$ cat src/rtl/clock_pkg.sv
// ==========================================================================
// clock_pkg: shared types and constants for the alarm-clock keypad entry path.
// Rev 1.0
// ==========================================================================
`default_nettype none

package clock_pkg;

  localparam int DIGIT_W    = 4;
  localparam int MAX_DIGITS = 4;
  localparam int CNT_W      = $clog2(MAX_DIGITS + 1);
  localparam int MAX_HOUR   = 12;

  typedef enum logic [2:0] {
    IDLE       = 3'd0,
    ENTRY      = 3'd1,
    STORED     = 3'd2,
    LOAD_TIME  = 3'd3,
    LOAD_ALARM = 3'd4
  } tsc_state_t;

  // Minutes units digit is always 0..9 because the keypad filter drops 10..15.
  function automatic logic is_valid_12h(input logic [DIGIT_W-1:0] ms_hr,
                                        input logic [DIGIT_W-1:0] ls_hr,
                                        input logic [DIGIT_W-1:0] ms_min);
    logic [7:0] hour;
    hour = 8'(ms_hr) * 8'd10 + 8'(ls_hr);
    return (ms_hr <= 4'd1) && (hour >= 8'd1) && (hour <= 8'(MAX_HOUR)) &&
           (ms_min <= 4'd5);
  endfunction

endpackage

`default_nettype wire

$ cat src/rtl/key_shift_buffer.sv
// ==========================================================================
// key_shift_buffer: four-digit BCD shift register with clear and digit count.
// Rev 1.0
// ==========================================================================
`default_nettype none

module key_shift_buffer
  import clock_pkg::*;
(
  input  logic               clk,
  input  logic               reset,
  input  logic               clr,
  input  logic               shift_en,
  input  logic [DIGIT_W-1:0] key,
  output logic [DIGIT_W-1:0] digit3,
  output logic [DIGIT_W-1:0] digit2,
  output logic [DIGIT_W-1:0] digit1,
  output logic [DIGIT_W-1:0] digit0,
  output logic [CNT_W-1:0]   count
);

  logic [MAX_DIGITS-1:0][DIGIT_W-1:0] buf_q, buf_d;
  logic [CNT_W-1:0]                   count_q, count_d;

  // Clear is applied before the shift so clr+shift_en yields {0,0,0,key}.
  always_comb begin
    buf_d   = buf_q;
    count_d = count_q;
    if (clr) begin
      buf_d   = '0;
      count_d = '0;
    end
    if (shift_en) begin
      buf_d = {buf_d[MAX_DIGITS-2:0], key};
      if (count_d < CNT_W'(MAX_DIGITS)) begin
        count_d = count_d + 1'b1;
      end
    end
  end

  always_ff @(posedge clk or negedge reset) begin
    if (!reset) begin
      buf_q   <= '0;
      count_q <= '0;
    end else begin
      buf_q   <= buf_d;
      count_q <= count_d;
    end
  end

  assign digit3 = buf_q[3];
  assign digit2 = buf_q[2];
  assign digit1 = buf_q[1];
  assign digit0 = buf_q[0];
  assign count  = count_q;

endmodule

`default_nettype wire

$ cat src/rtl/time_set_controller.sv
// ==========================================================================
// time_set_controller: keypad time/alarm entry sequencer with idle timeout.
// Optional commit-time 12-hour validation under TIME_SET_VALIDATE_EN.  Rev 1.0
// ==========================================================================
`default_nettype none

module time_set_controller
  import clock_pkg::*;
#(
  parameter int TIMEOUT_SECS = 10
) (
  input  logic         clk,
  input  logic         reset,
  input  logic         one_second,
  input  logic [3:0]   key,
  input  logic         key_valid,
  input  logic         time_button,
  input  logic         alarm_button,
  input  logic         am_sel,
  output logic [3:0]   key_buffer_ms_hr,
  output logic [3:0]   key_buffer_ls_hr,
  output logic [3:0]   key_buffer_ms_min,
  output logic [3:0]   key_buffer_ls_min,
  output logic         key_buffer_AM,
  output logic         load_new_c,
  output logic         load_new_a,
  output logic         show_new_time,
  output logic         entry_error
);

  localparam logic [8:0] c_timeout = 9'(TIMEOUT_SECS);

  tsc_state_t       state_q, state_d;
  logic [7:0]       timer_q, timer_d;
  logic             am_q, am_d;
  logic             buf_clr, buf_shift;
  logic [CNT_W-1:0] digit_count;
  logic             key_ok;
  logic             button;
  logic             commit_ok;
  logic [8:0]       timer_inc;

  assign key_ok    = key_valid && (key <= 4'd9);
  assign button    = time_button | alarm_button;
  assign timer_inc = {1'b0, timer_q} + 9'd1;

`ifdef TIME_SET_VALIDATE_EN
  logic err_q, err_d;
  assign commit_ok = is_valid_12h(key_buffer_ms_hr, key_buffer_ls_hr, key_buffer_ms_min);
`else
  assign commit_ok = 1'b1;
`endif

  // Priority inside an entry: button, then key, then timebase tick.
  always_comb begin
    state_d   = state_q;
    timer_d   = timer_q;
    am_d      = am_q;
    buf_clr   = 1'b0;
    buf_shift = 1'b0;
`ifdef TIME_SET_VALIDATE_EN
    err_d     = 1'b0;
`endif
    case (state_q)
      IDLE: begin
        if (key_ok) begin
          buf_clr   = 1'b1;
          buf_shift = 1'b1;
          timer_d   = '0;
          state_d   = ENTRY;
        end
      end
      ENTRY, STORED: begin
        if (button) begin
          timer_d = '0;
          if (commit_ok) begin
            am_d    = am_sel;
            state_d = time_button ? LOAD_TIME : LOAD_ALARM;
          end else begin
`ifdef TIME_SET_VALIDATE_EN
            err_d   = 1'b1;
`endif
            buf_clr = 1'b1;
            state_d = IDLE;
          end
        end else if (key_ok) begin
          // A full buffer ignores the digit but still counts it as activity.
          timer_d = '0;
          if (state_q == ENTRY) begin
            buf_shift = 1'b1;
            if (digit_count == CNT_W'(MAX_DIGITS - 1)) begin
              state_d = STORED;
            end
          end
        end else if (one_second) begin
          if (timer_inc == c_timeout) begin
            timer_d = '0;
            buf_clr = 1'b1;
            state_d = IDLE;
          end else begin
            timer_d = timer_inc[7:0];
          end
        end
      end
      LOAD_TIME, LOAD_ALARM: begin
        state_d = IDLE;
      end
      default: begin
        state_d = IDLE;
      end
    endcase
  end

  always_ff @(posedge clk or negedge reset) begin
    if (!reset) begin
      state_q <= IDLE;
      timer_q <= '0;
      am_q    <= 1'b0;
`ifdef TIME_SET_VALIDATE_EN
      err_q   <= 1'b0;
`endif
    end else begin
      state_q <= state_d;
      timer_q <= timer_d;
      am_q    <= am_d;
`ifdef TIME_SET_VALIDATE_EN
      err_q   <= err_d;
`endif
    end
  end

  key_shift_buffer u_key_shift_buffer (
    .clk      (clk),
    .reset    (reset),
    .clr      (buf_clr),
    .shift_en (buf_shift),
    .key      (key),
    .digit3   (key_buffer_ms_hr),
    .digit2   (key_buffer_ls_hr),
    .digit1   (key_buffer_ms_min),
    .digit0   (key_buffer_ls_min),
    .count    (digit_count)
  );

  assign key_buffer_AM = am_q;
  assign load_new_c    = (state_q == LOAD_TIME);
  assign load_new_a    = (state_q == LOAD_ALARM);
  assign show_new_time = (state_q == ENTRY) || (state_q == STORED);

`ifdef TIME_SET_VALIDATE_EN
  assign entry_error = err_q;
`else
  assign entry_error = 1'b0;
`endif

endmodule

`default_nettype wire

$ cat config.mk
export PLATFORM = sky130hd
export DESIGN_NAME = time_set_controller
export DESIGN_NICKNAME = d
export VERILOG_FILES = /design/src/rtl/clock_pkg.sv /design/src/rtl/key_shift_buffer.sv /design/src/rtl/time_set_controller.sv
export SDC_FILE = /design/constraint.sdc
export NUM_CORES = 1
export LEC_CHECK = 0
export CORE_ASPECT_RATIO = 0.5
export CORE_MARGIN = 2
export CORE_UTILIZATION = 45
export CTS_CLUSTER_SIZE = 16
export DETAILED_ROUTE_END_ITERATION = 8
export GPL_TIMING_DRIVEN = 1
export PLACE_DENSITY = 0.7
export SKIP_CTS_REPAIR_TIMING = 1
export SLEW_MARGIN = 20
export SYNTH_ARGS = -nofsm -noshare
export SYNTH_HDL_FRONTEND = slang
export SYNTH_HIERARCHICAL = 1
export SYNTH_SLANG_ARGS = --single-unit
$ cat constraint.sdc
create_clock -name clk -period 2.4 [get_ports clk]
set_input_delay 0.24 -clock clk [delete_from_list [all_inputs] [get_ports clk]]
set_output_delay 0.24 -clock clk [all_outputs]
set_load 0.02 [all_outputs]
-- After elaboration in Yosys (flattened, before gate mapping)
Index checks and enable logic that the tools add are counted.
- logic and storage cells: 63
- bits of input ports: 11
- output and inout bits: 21
- flip-flop bits (word level): 31
- reduce and logical (&&, ||, !) cells: 9
- $add $sub $neg: 2
- mux-type cells: 30
- bitwise operators: 1
- magnitude comparators: 2
- equal/unequal tests: 11
- operator list (operator ; number):
    8-bit 2-to-1 mux ; 5
    3-bit 2-to-1 mux ; 11
    16-bit 2-to-1 mux ; 2
    4-bit inequality test (second input constant) ; 4
    8-bit case mux with 2 select lines ; 1
    8-bit by 1-bit adder with 9-bit output (second input constant) ; 1
    3-bit by 2-bit == test with 1-bit output (second input constant) ; 3
    9-bit by 4-bit == test with 1-bit output (second input constant) ; 1
    1-bit 2-to-1 mux ; 8
    3-bit case mux with 2 select lines ; 1
    5-bit AND reduction ; 1
    4-bit less-or-equal comparator (second input constant) ; 1
    1-bit case mux with 2 select lines ; 2
    2-bit nonzero test ; 2
    3-bit by 1-bit adder with 3-bit output (second input constant) ; 1
    3-bit by 1-bit == test with 1-bit output (second input constant) ; 1
    3-bit == test (second input constant) ; 1
    3-bit zero test ; 1
    3-bit < comparator (second input constant) ; 1
    3-bit AND reduction ; 1
    2-bit inequality test (second input constant) ; 1
    2-bit AND reduction ; 1
    2-bit OR reduction ; 1
    1-bit logical AND ; 1
    2 further kinds ; 2

-- Logic depth before layout (Yosys ltp)
- depth after elaboration: 11
- gate-level depth with buffers: 9
- gate-level depth less buffers: 8

-- Hierarchy
Netlist, hierarchy kept.
- by module, submodules not included (module ; cells an instance ; seq. area each (µm²) ; area an instance (µm²) ; instances):
    time_set_controller ; 118 ; 300.3 ; 979.7 ; 1
    key_shift_buffer ; 65 ; 475.5 ; 798.3 ; 1

-- Least setup slack after synthesis
OpenSTA, ideal clock, no wires.
- kind: register to register
- start point: reg timer_q[0]
- end point: reg u_key_shift_buffer.count_q[0] (netlist: u_key_shift_buffer/count[0])
- buffers on the path: 1
- required time: 2306 ps
- data arrival time: 1985 ps
- library setup time: 94 ps
- setup slack: 321 ps
- stages on the path, launching flop included: 10
- cells stage by stage: dfrtp_1 > ha_1 > and3_1 > o211a_1 > o22ai_2 > nor2_1 > a22o_1 > buf_2 > nand2b_1 > a221oi_2
- longest elaborated chain between the ends: 11
- ends and longest elaborated chain (element ; RTL line ; text):
    start: declaration ; time_set_controller.sv:34 ; logic [7:0] timer_q, timer_d;
    start signal: assignment ; time_set_controller.sv:124 ; timer_q <= timer_d;
    8-bit by 1-bit adder with 9-bit output (*) ; time_set_controller.sv:45 ; assign timer_inc = {1'b0, timer_q} + 9'd1;
    9-bit by 4-bit == test with 1-bit output (*) ; time_set_controller.sv:96 ; if (timer_inc == c_timeout) begin
    1-bit 2-to-1 mux (*) ; time_set_controller.sv:96 ;
    1-bit 2-to-1 mux (*) ; time_set_controller.sv:95 ; end else if (one_second) begin
    1-bit 2-to-1 mux (*) ; time_set_controller.sv:86 ; end else if (key_ok) begin
    1-bit 2-to-1 mux (*) ; time_set_controller.sv:74 ; if (button) begin
    1-bit case mux with 2 select lines (*) ; time_set_controller.sv:64 ; case (state_q)
    net buf_clr ; time_set_controller.sv:36 ; logic buf_clr, buf_shift;
    3-bit 2-to-1 mux (*) ; key_shift_buffer.sv:29 ; if (clr) begin
    3-bit by 1-bit adder with 3-bit output or 3-bit < comparator (tied branches) ; key_shift_buffer.sv:36, key_shift_buffer.sv:35 ;
    3-bit 2-to-1 mux ; key_shift_buffer.sv:35 ; if (count_d < CNT_W'(MAX_DIGITS)) begin
    3-bit 2-to-1 mux (*) ; key_shift_buffer.sv:33 ; if (shift_en) begin
    net u_key_shift_buffer.count_d[0] ; key_shift_buffer.sv:23 ; logic [CNT_W-1:0] count_q, count_d;
    end signal: assignment ; key_shift_buffer.sv:47 ; count_q <= count_d;
    end: declaration ; key_shift_buffer.sv:23 ;
Mark *: on every way through the listed nets, which the timed path passes. The rest lies on a longest branch.
A chain may end at the register's enable or synchronous reset.

==> PnR_summary.wiki <==
{| class="wikitable"
! Metric !! Value
|-
| Total of warnings raised by yosys || 6
|-
| Crit path arrival time || 2.39 ns
|-
| Library cell with the largest summed area after synthesis || sky130_fd_sc_hd__dfrtp_1
|-
| Sort of element at the end of the critical path || flip-flop
|-
| Class of the worst hold path || in -> async
|-
| Post-layout min period || 2.228 ns
|-
| Pre-CTS setup slack || 0.09723 ns
|-
| Port Buffer Count || 30
|-
| Pin count of the biggest net entering global routing || 32
|-
| R2r setup slk || 0.17 ns
|-
| Number of antenna violations at the first check in global routing || 0
|-
| Count of antenna-violating nets left after detailed routing || 0
|-
| Cell with the most instances after synthesis || sky130_fd_sc_hd__dfrtp_1
|-
| Post-Synthesis Net Count || 196
|-
| Max frequency || 0.4488 GHz
|-
| Worst hold slack after final layout || 0.3347 ns
|-
| Path type of the worst setup path || reg -> reg
|-
| Final worst-path setup slack || 0.1717 ns
|-
| Buf+Inv Stages, Crit Path || 1
|-
| Vias per cell || 5.230
|-
| Combined global-route utilization of all metal layers || 17.82%
|-
| Ports placed on the boundary || 32
|-
| Final hold vios || 0
|-
| Per-cell routed wire length || 13.13 um
|-
| Post-synth EDFFs || 0
|-
| Row count || 16
|-
| Final period util || 92.85%
|-
| Synth Cell Area || 1778 um^2
|-
| Width of the die || 92.90 um
|-
| Number of buffers created by CTS || 5
|-
| Diodes inserted || 0
|-
| Power density over cell area || 1050 nW/um^2
|-
| Total Die Area || 4500 um^2
|-
| Ys async rst share || 100.0%
|-
| Core utilization of the finished layout || 59.31%
|-
| Setup clock skew after layout || 0.002835 ns
|-
| TritonCTS clock tree || done
|-
| Iter 0 DRT Violations || 80
|-
| Most common library cells after synthesis || 31 x sky130_fd_sc_hd__dfrtp_1, 28 x sky130_fd_sc_hd__nor2_1, 15 x sky130_fd_sc_hd__nand2_1, 12 x sky130_fd_sc_hd__mux2i_1, 8 x sky130_fd_sc_hd__inv_1
|-
| PnR Total Power || 2.394 mW
|-
| Number of failing setup endpoints in the final timing report || 0
|-
| Unrepaired setup endpoints after global routing || false
|-
| Master of the slowest instance on the critical path || sky130_fd_sc_hd__dfrtp_1
|-
| Register area || 775.7 um^2
|-
| Wire length of the first global-routing pass || 6216 um
|-
| Cell-by-cell trace of the critical path || ha_1, and3_1, nor3_1, o22ai_2, nor2_1, a22o_1, buf_4, nand2b_1, o21ai_0
|-
| Sequential share of the synthesized area || 43.63%
|-
| Startpoint type of the worst setup path || flip-flop
|-
| Maximum number of buffers from clock root to sink || 2
|-
| Accumulated negative setup slack || 0 ns
|-
| GRT Residual Overflow || 0
|-
| First drt pass iteration count || 4
|-
| Routability congestion estimate || 0.8454
|-
| Top cell type's share of synthesized area || 43.63%
|-
| Max_cap viols || 0
|-
| Placed Cells || 266
|-
| Critical Path RT || 2.56 ns
|-
| Most used flip-flop cell after synthesis || sky130_fd_sc_hd__dfrtp_1
|-
| Filler cell count || 352
|-
| Max stage delay on crit path || 0.46 ns
|-
| Clk Latency, worst-skew pair || 0.28 ns
|-
| Most area-consuming cells after synthesis || sky130_fd_sc_hd__dfrtp_1 44%, sky130_fd_sc_hd__mux2i_1 6.8%, sky130_fd_sc_hd__nor2_1 5.9%
|-
| Detailed Place HPWL || 2622 um
|-
| Core region area || 3844 um^2
|-
| Clock tree sinks || 31
|-
| Layout overhead on the synthesized area || 28.22%
|-
| CP max FO || 9
|-
| Synthesized area per cell || 9.716 um^2
|-
| Outcome || completed
|-
| # H-tree levels || 2
|-
| Standard cell area after detailed placement || 2162 um^2
|-
| Kind of cell adding the most delay to the critical path || simple AND/OR/NAND/NOR gates
|-
| Synthesized instance count || 183
|-
| CTS clock-pin slew for the worst setup and hold paths || 0.06 ns
|-
| Total via count after detailed routing || 1,433
|-
| Number of slew-limit violations in the final report || 0
|-
| Number of library cell types mapped by synthesis || 53
|-
| Register bit count reported by yosys || 31
|-
| Combined area of the multi-input logic cells || 898.4 um^2
|-
| Starting density of the core || 46.26%
|-
| Share of layout cells above drive strength 1 || 14.09%
|-
| Area of all placed cells without fillers || 2280 um^2
|-
| VDD IR-drop max || 0.3317 mV
|-
| Cell Count, Final, Fillers Out || 274
|-
| Overall routed net length || 3597 um
|-
| Static leakage power || 0.9842 nW
|-
| Root buffer cell || sky130_fd_sc_hd__clkbuf_8
|-
| Number of nets at the end of the flow || 232
|-
| Number of global-route vias before repair || 1,309
|-
| Die height || 48.45 um
|-
| Remaining routing DRC violations || 0
|}
-- worst register-to-register path: cells and delay by family (launching register included) --
kind,cells,cell delay (ns)
flip-flops,1,0.46
AND/OR/NAND/NOR,4,0.67
AO/OA/AOI/OAI,3,0.51
buffers and inverters,1,0.18
adder cells (fa/ha/maj),1,0.30
-- sequential cells by signal (all words and copies together), names as in the netlist --
signal                     flops
timer_q                        8
u_key_shift_buffer/digit0      4
u_key_shift_buffer/digit1      4
u_key_shift_buffer/digit2      4
u_key_shift_buffer/digit3      4
state_q                        3
u_key_shift_buffer/count       3
key_buffer_AM                  1
-- where the power goes --
part	internal [mW]	total, mW	leakage, nW	switching [mW]
Clock	0.335	0.529	0.0612	0.194
Combinational	0.500	1.03	0.507	0.535
Sequential	0.679	0.830	0.416	0.152
-- cells by family after synthesis --
| group | share of synthesized area, % |
|---|---|
| flops | 43.63 |
| compound gates | 18.16 |
| mux | 8.234 |
| other cells | 0.2109 |
| simple gates | 21.18 |
| xor+xnor | 0.9854 |
| buf+inv | 6.193 |
| fa+ha+maj | 1.407 |
-- final cells by class --
type | count | share of cell area [%]
Clock buffer | 6 | 3.622
Clock inverter | 2 | 1.537
Inverter | 8 | 1.317
Multi-Input combinational cell | 131 | 39.41
Sequential cell | 31 | 34.03
Tap cell | 54 | 2.964
Timing Repair Buffer | 42 | 17.12
-- worst paths after layout --
check,start,end,cells past startpoint
max,timer_q[0],u_key_shift_buffer/digit0[0],9
min,reset,state_q[0],2
max reg2reg,timer_q[0],u_key_shift_buffer/digit0[0],9
min reg2reg,key_buffer_AM,key_buffer_AM,1
max in group asynchronous,reset,u_key_shift_buffer/digit3[2],2
min in group clk,key_buffer_AM,key_buffer_AM,1
-- placed cells by master (no fill, tap or decap), drive strengths merged, types with 3 or more instances in the layout --
| cell | n |
|---|---|
| nand2 | 15 |
| clkbuf | 6 |
| clkdlybuf4s50 | 30 |
| nor2 | 28 |
| nor3 | 3 |
| nand3 | 4 |
| a22o | 4 |
| inv | 8 |
| nor2b | 3 |
| o21ai | 10 |
| o211ai | 5 |
| mux2i | 12 |
| dfrtp | 31 |
| nand3b | 4 |
| buf | 12 |
-- per-layer routing --
layer / vias to the layer above / GRT usage [%] / wire length (um)
li1: 723 / - / -
met1: 681 / 25.28 / 1824
met2: 22 / 26.81 / 1593
met3: 7 / 4.206 / 115
met4: 0 / 6.618 / 63
met5: - / 0 / 0
(Power assumes the default switching activity.)
